### src/rtl/cpu_pkg.sv
// Shared ISA definitions for the 4-bit CPU: opcode, ALU op and control FSM
// encodings, plus the instruction-register and decoded-strobe bundles.
// Latency: n/a (types only). Backpressure: n/a.
package cpu_pkg;

  localparam int ADDR_W = 4;
  localparam int DATA_W = 4;

  typedef enum logic [3:0] {
    OP_NOP  = 4'h0,
    OP_LDI  = 4'h1,
    OP_ADDI = 4'h2,
    OP_SUBI = 4'h3,
    OP_JMP  = 4'h4,
    OP_JZ   = 4'h5,
    OP_OUT  = 4'h6,
    OP_HLT  = 4'hF
  } opcode_t;

  typedef enum logic [1:0] {
    ALU_PASS = 2'b00,
    ALU_ADD  = 2'b01,
    ALU_SUB  = 2'b10
  } alu_op_t;

  // Low two bits of the running states match the debug state encoding.
  typedef enum logic [2:0] {
    S_IDLE    = 3'd0,
    S_FETCH   = 3'd1,
    S_DECODE  = 3'd2,
    S_EXECUTE = 3'd3,
    S_HALT    = 3'd4
  } ctl_state_t;

  // Opcode kept as raw bits so 0x7-0xE survive into the decoder as NOPs.
  typedef struct packed {
    logic [3:0]        opcode;
    logic [DATA_W-1:0] operand;
  } ir_t;

  typedef struct packed {
    logic    acc_we;
    alu_op_t alu_op;
    logic    out_we;
    logic    is_jmp;
    logic    is_jz;
    logic    is_hlt;
  } dec_t;

endpackage

### src/rtl/cpu_control_unit_if.sv
// Bundle between the control unit, the instruction ROM and the datapath.
// master = control unit side (drives address/strobes), slave = ROM/datapath/bench side.
// Latency: n/a (wires only). Backpressure: none, run is a level enable.
interface cpu_control_unit_if;
  import cpu_pkg::*;

  logic              run;
  logic [ADDR_W-1:0] rom_addr;
  logic [3:0]        rom_opcode;
  logic [DATA_W-1:0] rom_operand;
  logic              zero_flag;
  logic              ctl_acc_we;
  logic [1:0]        ctl_alu_op;
  logic [DATA_W-1:0] ctl_imm;
  logic              ctl_out_we;
  logic              halted;
  logic [1:0]        state;

  modport master (
    input  run, rom_opcode, rom_operand, zero_flag,
    output rom_addr, ctl_acc_we, ctl_alu_op, ctl_imm, ctl_out_we, halted, state
  );

  modport slave (
    output run, rom_opcode, rom_operand, zero_flag,
    input  rom_addr, ctl_acc_we, ctl_alu_op, ctl_imm, ctl_out_we, halted, state
  );

endinterface

### src/rtl/cpu_decoder.sv
// Combinational opcode decoder: opcode -> {acc_we, alu_op, out_we, is_jmp, is_jz, is_hlt}.
// Latency: 0 cycles. Backpressure: none.
// Ports: opcode (in, 4), dec (out, dec_t). Unassigned opcodes decode as NOP.
module cpu_decoder
  import cpu_pkg::*;
(
  input  logic [3:0] opcode,
  output dec_t       dec
);

  always_comb begin
    dec = '0;
    case (opcode)
      OP_LDI:  begin dec.acc_we = 1'b1; dec.alu_op = ALU_PASS; end
      OP_ADDI: begin dec.acc_we = 1'b1; dec.alu_op = ALU_ADD;  end
      OP_SUBI: begin dec.acc_we = 1'b1; dec.alu_op = ALU_SUB;  end
      OP_JMP:  dec.is_jmp = 1'b1;
      OP_JZ:   dec.is_jz  = 1'b1;
      OP_OUT:  dec.out_we = 1'b1;
      OP_HLT:  dec.is_hlt = 1'b1;
      default: ;
    endcase
  end

endmodule

### src/rtl/cpu_control_unit.sv
// Sequencing controller: PC, instruction register, FETCH/DECODE/EXECUTE FSM and
// a registered strobe stage that is live only in EXECUTE.
// Latency: 3 cycles per instruction. Backpressure: run=0 stops at the next instruction boundary.
// Ports: clk, rst (async, active-high), bus (cpu_control_unit_if.master).
module cpu_control_unit
  import cpu_pkg::*;
(
  input  logic                  clk,
  input  logic                  rst,
  cpu_control_unit_if.master    bus
);

  ctl_state_t        state_q, state_d;
  logic [ADDR_W-1:0] pc_q, pc_d;
  ir_t               ir_q, ir_d;
  dec_t              dec_q, dec_d;
  dec_t              dec_now;

  cpu_decoder u_dec (
    .opcode (ir_q.opcode),
    .dec    (dec_now)
  );

  always_ff @(posedge clk or posedge rst) begin
    if (rst) begin
      state_q <= S_IDLE;
      pc_q    <= '0;
      ir_q    <= '0;
      dec_q   <= '0;
    end else begin
      state_q <= state_d;
      pc_q    <= pc_d;
      ir_q    <= ir_d;
      dec_q   <= dec_d;
    end
  end

  always_comb begin
    state_d = state_q;
    pc_d    = pc_q;
    ir_d    = ir_q;
    // Strobe register is loaded only at the end of DECODE, so it is
    // non-zero for exactly the following EXECUTE cycle.
    dec_d   = '0;
    case (state_q)
      S_IDLE: begin
        if (bus.run) state_d = S_FETCH;
      end
      S_FETCH: begin
        ir_d    = '{opcode: bus.rom_opcode, operand: bus.rom_operand};
        pc_d    = pc_q + ADDR_W'(1);
        state_d = S_DECODE;
      end
      S_DECODE: begin
        dec_d   = dec_now;
        state_d = S_EXECUTE;
      end
      S_EXECUTE: begin
        // Taken jump overrides the already-incremented pc.
        if (dec_q.is_jmp || (dec_q.is_jz && bus.zero_flag)) pc_d = ir_q.operand;
        if (dec_q.is_hlt)  state_d = S_HALT;
        else if (bus.run)  state_d = S_FETCH;
        else               state_d = S_IDLE;
      end
      S_HALT: state_d = S_HALT;
      default: state_d = S_IDLE;
    endcase
  end

  always_comb begin
    bus.state = 2'd0;
    case (state_q)
      S_FETCH:   bus.state = 2'd1;
      S_DECODE:  bus.state = 2'd2;
      S_EXECUTE: bus.state = 2'd3;
      default:   bus.state = 2'd0;
    endcase
  end

  assign bus.rom_addr   = pc_q;
  assign bus.ctl_acc_we = dec_q.acc_we;
  assign bus.ctl_alu_op = dec_q.alu_op;
  assign bus.ctl_out_we = dec_q.out_we;
  assign bus.halted     = (state_q == S_HALT);
  assign bus.ctl_imm    = (state_q == S_DECODE || state_q == S_EXECUTE) ? ir_q.operand : '0;

endmodule

### src/flat_wrapper.sv
// flat-port wrapper written by rule: the top's interface ports become plain ports
module cpu_control_unit_flat import cpu_pkg::*;
  (clk, rst, bus_run, bus_rom_opcode, bus_rom_operand, bus_zero_flag, bus_rom_addr, bus_ctl_acc_we, bus_ctl_alu_op, bus_ctl_imm, bus_ctl_out_we, bus_halted, bus_state);
  cpu_control_unit_if bus_i ();
  input  logic clk;
  input  logic rst;
  input wire logic [$bits(bus_i.run)-1:0] bus_run;
  input wire logic [$bits(bus_i.rom_opcode)-1:0] bus_rom_opcode;
  input wire logic [$bits(bus_i.rom_operand)-1:0] bus_rom_operand;
  input wire logic [$bits(bus_i.zero_flag)-1:0] bus_zero_flag;
  output wire logic [$bits(bus_i.rom_addr)-1:0] bus_rom_addr;
  output wire logic [$bits(bus_i.ctl_acc_we)-1:0] bus_ctl_acc_we;
  output wire logic [$bits(bus_i.ctl_alu_op)-1:0] bus_ctl_alu_op;
  output wire logic [$bits(bus_i.ctl_imm)-1:0] bus_ctl_imm;
  output wire logic [$bits(bus_i.ctl_out_we)-1:0] bus_ctl_out_we;
  output wire logic [$bits(bus_i.halted)-1:0] bus_halted;
  output wire logic [$bits(bus_i.state)-1:0] bus_state;
  assign bus_i.run = bus_run;
  assign bus_i.rom_opcode = bus_rom_opcode;
  assign bus_i.rom_operand = bus_rom_operand;
  assign bus_i.zero_flag = bus_zero_flag;
  assign bus_rom_addr = bus_i.rom_addr;
  assign bus_ctl_acc_we = bus_i.ctl_acc_we;
  assign bus_ctl_alu_op = bus_i.ctl_alu_op;
  assign bus_ctl_imm = bus_i.ctl_imm;
  assign bus_ctl_out_we = bus_i.ctl_out_we;
  assign bus_halted = bus_i.halted;
  assign bus_state = bus_i.state;
  cpu_control_unit u_core (.clk(clk), .rst(rst), .bus(bus_i));
endmodule
### config.mk
export PLATFORM = sky130hd
export DESIGN_NAME = cpu_control_unit_flat
export DESIGN_NICKNAME = d
export VERILOG_FILES = /design/src/rtl/cpu_pkg.sv /design/src/rtl/cpu_control_unit_if.sv /design/src/rtl/cpu_decoder.sv /design/src/rtl/cpu_control_unit.sv /design/src/flat_wrapper.sv
export SDC_FILE = /design/constraint.sdc
export NUM_CORES = 1
export LEC_CHECK = 0
export BUFFER_PORTS_ARGS = -buffer_cell sky130_fd_sc_hd__buf_2
export CAP_MARGIN = 20
export CORE_MARGIN = 2
export CORE_UTILIZATION = 45
export DETAILED_ROUTE_END_ITERATION = 10
export PLACE_DENSITY = 0.7
export SLEW_MARGIN = 20
export SYNTH_ARGS = -nofsm -noshare
export SYNTH_HDL_FRONTEND = slang
export SYNTH_SLANG_ARGS = --single-unit
### constraint.sdc
create_clock -name clk -period 2.3 [get_ports clk]
set_input_delay 0.115 -clock clk [delete_from_list [all_inputs] [get_ports clk]]
set_output_delay 0.115 -clock clk [all_outputs]
set_load 0.02 [all_outputs]
==> flow_summary_export.csv <==
group,metric,value,unit
setup_path,end_kind,"primary output",
grt,grt_max_degree,23,
clock_network,cts_tree,"yes",
route,vias_per_cell,5.32,
setup_path,startpoint_type,"register",
finish,antenna_cells,0,
clock_network,cts.sinks,22,
grt,met3_usage,2.92,%
synth,ys_async_sr_fraction,100,%
worst_hold_path,min_path_type,"in -> reg",
sta,clock_skew,0.00139,ns
sta,setup_viol,0,
synth,synth-edff-count,0,
place,portBuffers,26,
finish,fillers,203,
setup_path,required,2.18,ns
sta,fmax,0.591,GHz
grt,antenna_found_initial,0,
clock_network,cts_resized,0,
flow_run,max-cap-violations,0,
finish,layout.nets,131,
route,drt.antenna.violating_nets,0,
grt,track_usage,16.5,%
grt,top_usage_layer,"met2",
sta,hold_viol,0,
synth,yosysUniqueCellTypes,30,
synth,syn-num-nets,103,
setup_path,crit_type,"reg -> out",
finish,postLayoutCoreUtil,55.1,%
sta,hold-worst-slack,0.0319,ns
place,hpwl,1390,um
die,start_util,46.5,%
sta,setup_tns,0,ns
die,rows,17,
clock_network,worstSkewPairLatency,0.30,ns
die,die-area,2640,sq um
power_and_ir_drop,powerDensity,1410,nW/um^2
sta,rsz0062_at_grt,"no",
finish,layout-drive-gt1-share,39.3,%
die,core_area,2170,sq um
sta,timing.final.crit_share,73.6,%
synth,syn_inst,90,
grt,grt_pass1_wl,3150,um
synth,syn_area,1010,sq um
sta,min_period,1.69,ns
clock_network,htreeDepth,1,
synth,yosysWarnings,0,
place,place.gp.congestion,0.799,
die,die-width,51.3,um
power_and_ir_drop,leakage,0.554,nW
route,wl_per_cell,12.8,um
setup_path,worstPathArrival,1.58,ns
run_status,status,"finished, final reports clean",
synth,yosysSeqAreaShare,54.6,%
sta,worstMarginPinSlew,0.802,ns
finish,syn_to_final_growth,18.5,%
die,io_pins,27,
grt,grt_overflow_total,0,
power_and_ir_drop,power,1.68,mW
route,vias,772,
clock_network,cts_max_path_buffers,2,
setup_path,cp_max_fo,13,
synth,ys_ff_latch,22,
route,totalWireLength,1860,um
power_and_ir_drop,ir_worst_vdd,0.843,mV
grt,grt_util_met1,22.1,%
clock_network,post_cts_buffers,0,
grt,grt_pass1_vias,723,
route,post-route-drc-count,0,
grt,grtUsageMet2,24.9,%
route,drtPass1Iterations,4,
clock_network,clk_pin_slew,0.12,ns
sta,slew_headroom,46.5,%
worst_hold_path,hold_depth,2,
synth,syn_avg_cell_area,11.2,sq um
die,die_h,51.3,um
sta,slew_viol_final,0,
setup_path,ff2ff_path_depth,3,
synth,synth_ff_type,"dfrtp_1",
clock_network,numCtsBuffers,3,
clock_network,ctsHoldBuffers,1,
route,drt_iter0_drc,11,
clock_network,clock-root-buffer,"clkbuf_4",
[routing by layer]
metal  up-vias  wire length, um
li1        376                -
met1       376              799
met2        16              958
met3         4               70
met4         0               29
met5         -                0
[power by group]
part	internal (mW)	switching [mW]
clock network	0.0966	0.116
registers	0.528	0.191
logic	0.345	0.402
[cells in the mapped netlist (all sizes together), types with 3 or more instances]
library cell | count | area [sq um]
and2 | 4 | 25.0
buf | 4 | 25.0
dfrtp | 22 | 551
inv | 4 | 15.0
mux2 | 8 | 90.1
nand2 | 5 | 18.8
nand3 | 3 | 15.0
nand3b | 3 | 22.5
nor2 | 8 | 32.5
nor4 | 5 | 31.3
o21ai | 5 | 25.0
[area by class of cell]
class / instances / area (sq um) / area share (%)
clock buffer: 4 / 36.3 / 3.04
tap: 28 / 35.0 / 2.93
inverter: 4 / 15.0 / 1.26
timing repair buffer: 27 / 140 / 11.7
multi-input combinational: 60 / 418 / 35.0
sequential: 22 / 551 / 46.1
[flip-flops by register name (all words and copies together), names as in the netlist]
name	cells
u_core.bus.ctl_acc_we	1
u_core.bus.ctl_out_we	1
u_core.bus.rom_addr	4
u_core.dec_q	3
u_core.state_q	3
u_core.bus.ctl_alu_op	2
u_core.ir_q	8
[worst max-delay path, cell delays in order (launching register included)]
cell	delay, ns
dfrtp_1	0.64
nand2b_2	0.16
inv_2	0.16
and2_1	0.15
buf_2	0.16
[path summary, 6_finish.rpt]
| path | start | end | slack, ns |
|---|---|---|---|
| max reg2reg | u_core.state_q[0] | u_core.ir_q[0] | 0.74 |
| max | u_core.state_q[1] | bus_ctl_imm[0] | 0.61 |
| min in group asynchronous | rst | u_core.ir_q[1] | 0.49 |
| max in group asynchronous | rst | u_core.bus.rom_addr[3] | 1.31 |
| min reg2reg | u_core.state_q[2] | u_core.state_q[1] | 0.51 |
| min | bus_rom_opcode[0] | u_core.ir_q[4] | 0.03 |
[logic make-up (layout without fill, tap and decap cells)]
kind of cell,after synthesis,after routing,synth area share [%]
AO/OA/AOI/OAI,14,14,9.43
multiplexers,8,8,8.93
XOR/XNOR,1,1,0.869
adder cells (fa/ha/maj),1,1,1.24
buffers and inverters,8,35,3.97
AND/OR/NAND/NOR,36,36,21.0
flip-flops,22,22,54.6
[metrics by stage]
stage	worst slack (ns)	cell area, sq um	instances
2_1_floorplan	0.878	1010	90
3_3_place_gp	0.798	1150	140
3_5_place_dp	0.761	1150	140
4_1_cts	0.613	1190	145
5_1_grt	0.443	1190	145
6_report	0.608	1190	145
[placed cells by master (no fill, tap or decap), types with 2 or more instances in the layout]
| master | instances |
|---|---|
| nand3b_1 | 3 |
| mux2_2 | 8 |
| nor2_1 | 7 |
| nor2b_1 | 2 |
| nand2_1 | 5 |
| a31o_2 | 2 |
| clkbuf_4 | 3 |
| o21ai_0 | 5 |
| dfrtp_1 | 22 |
| buf_2 | 26 |
| inv_1 | 3 |
| a21oi_1 | 2 |
| nor4_1 | 5 |
| nand3_1 | 3 |
| and2_1 | 4 |
(Power assumes the default switching activity.)
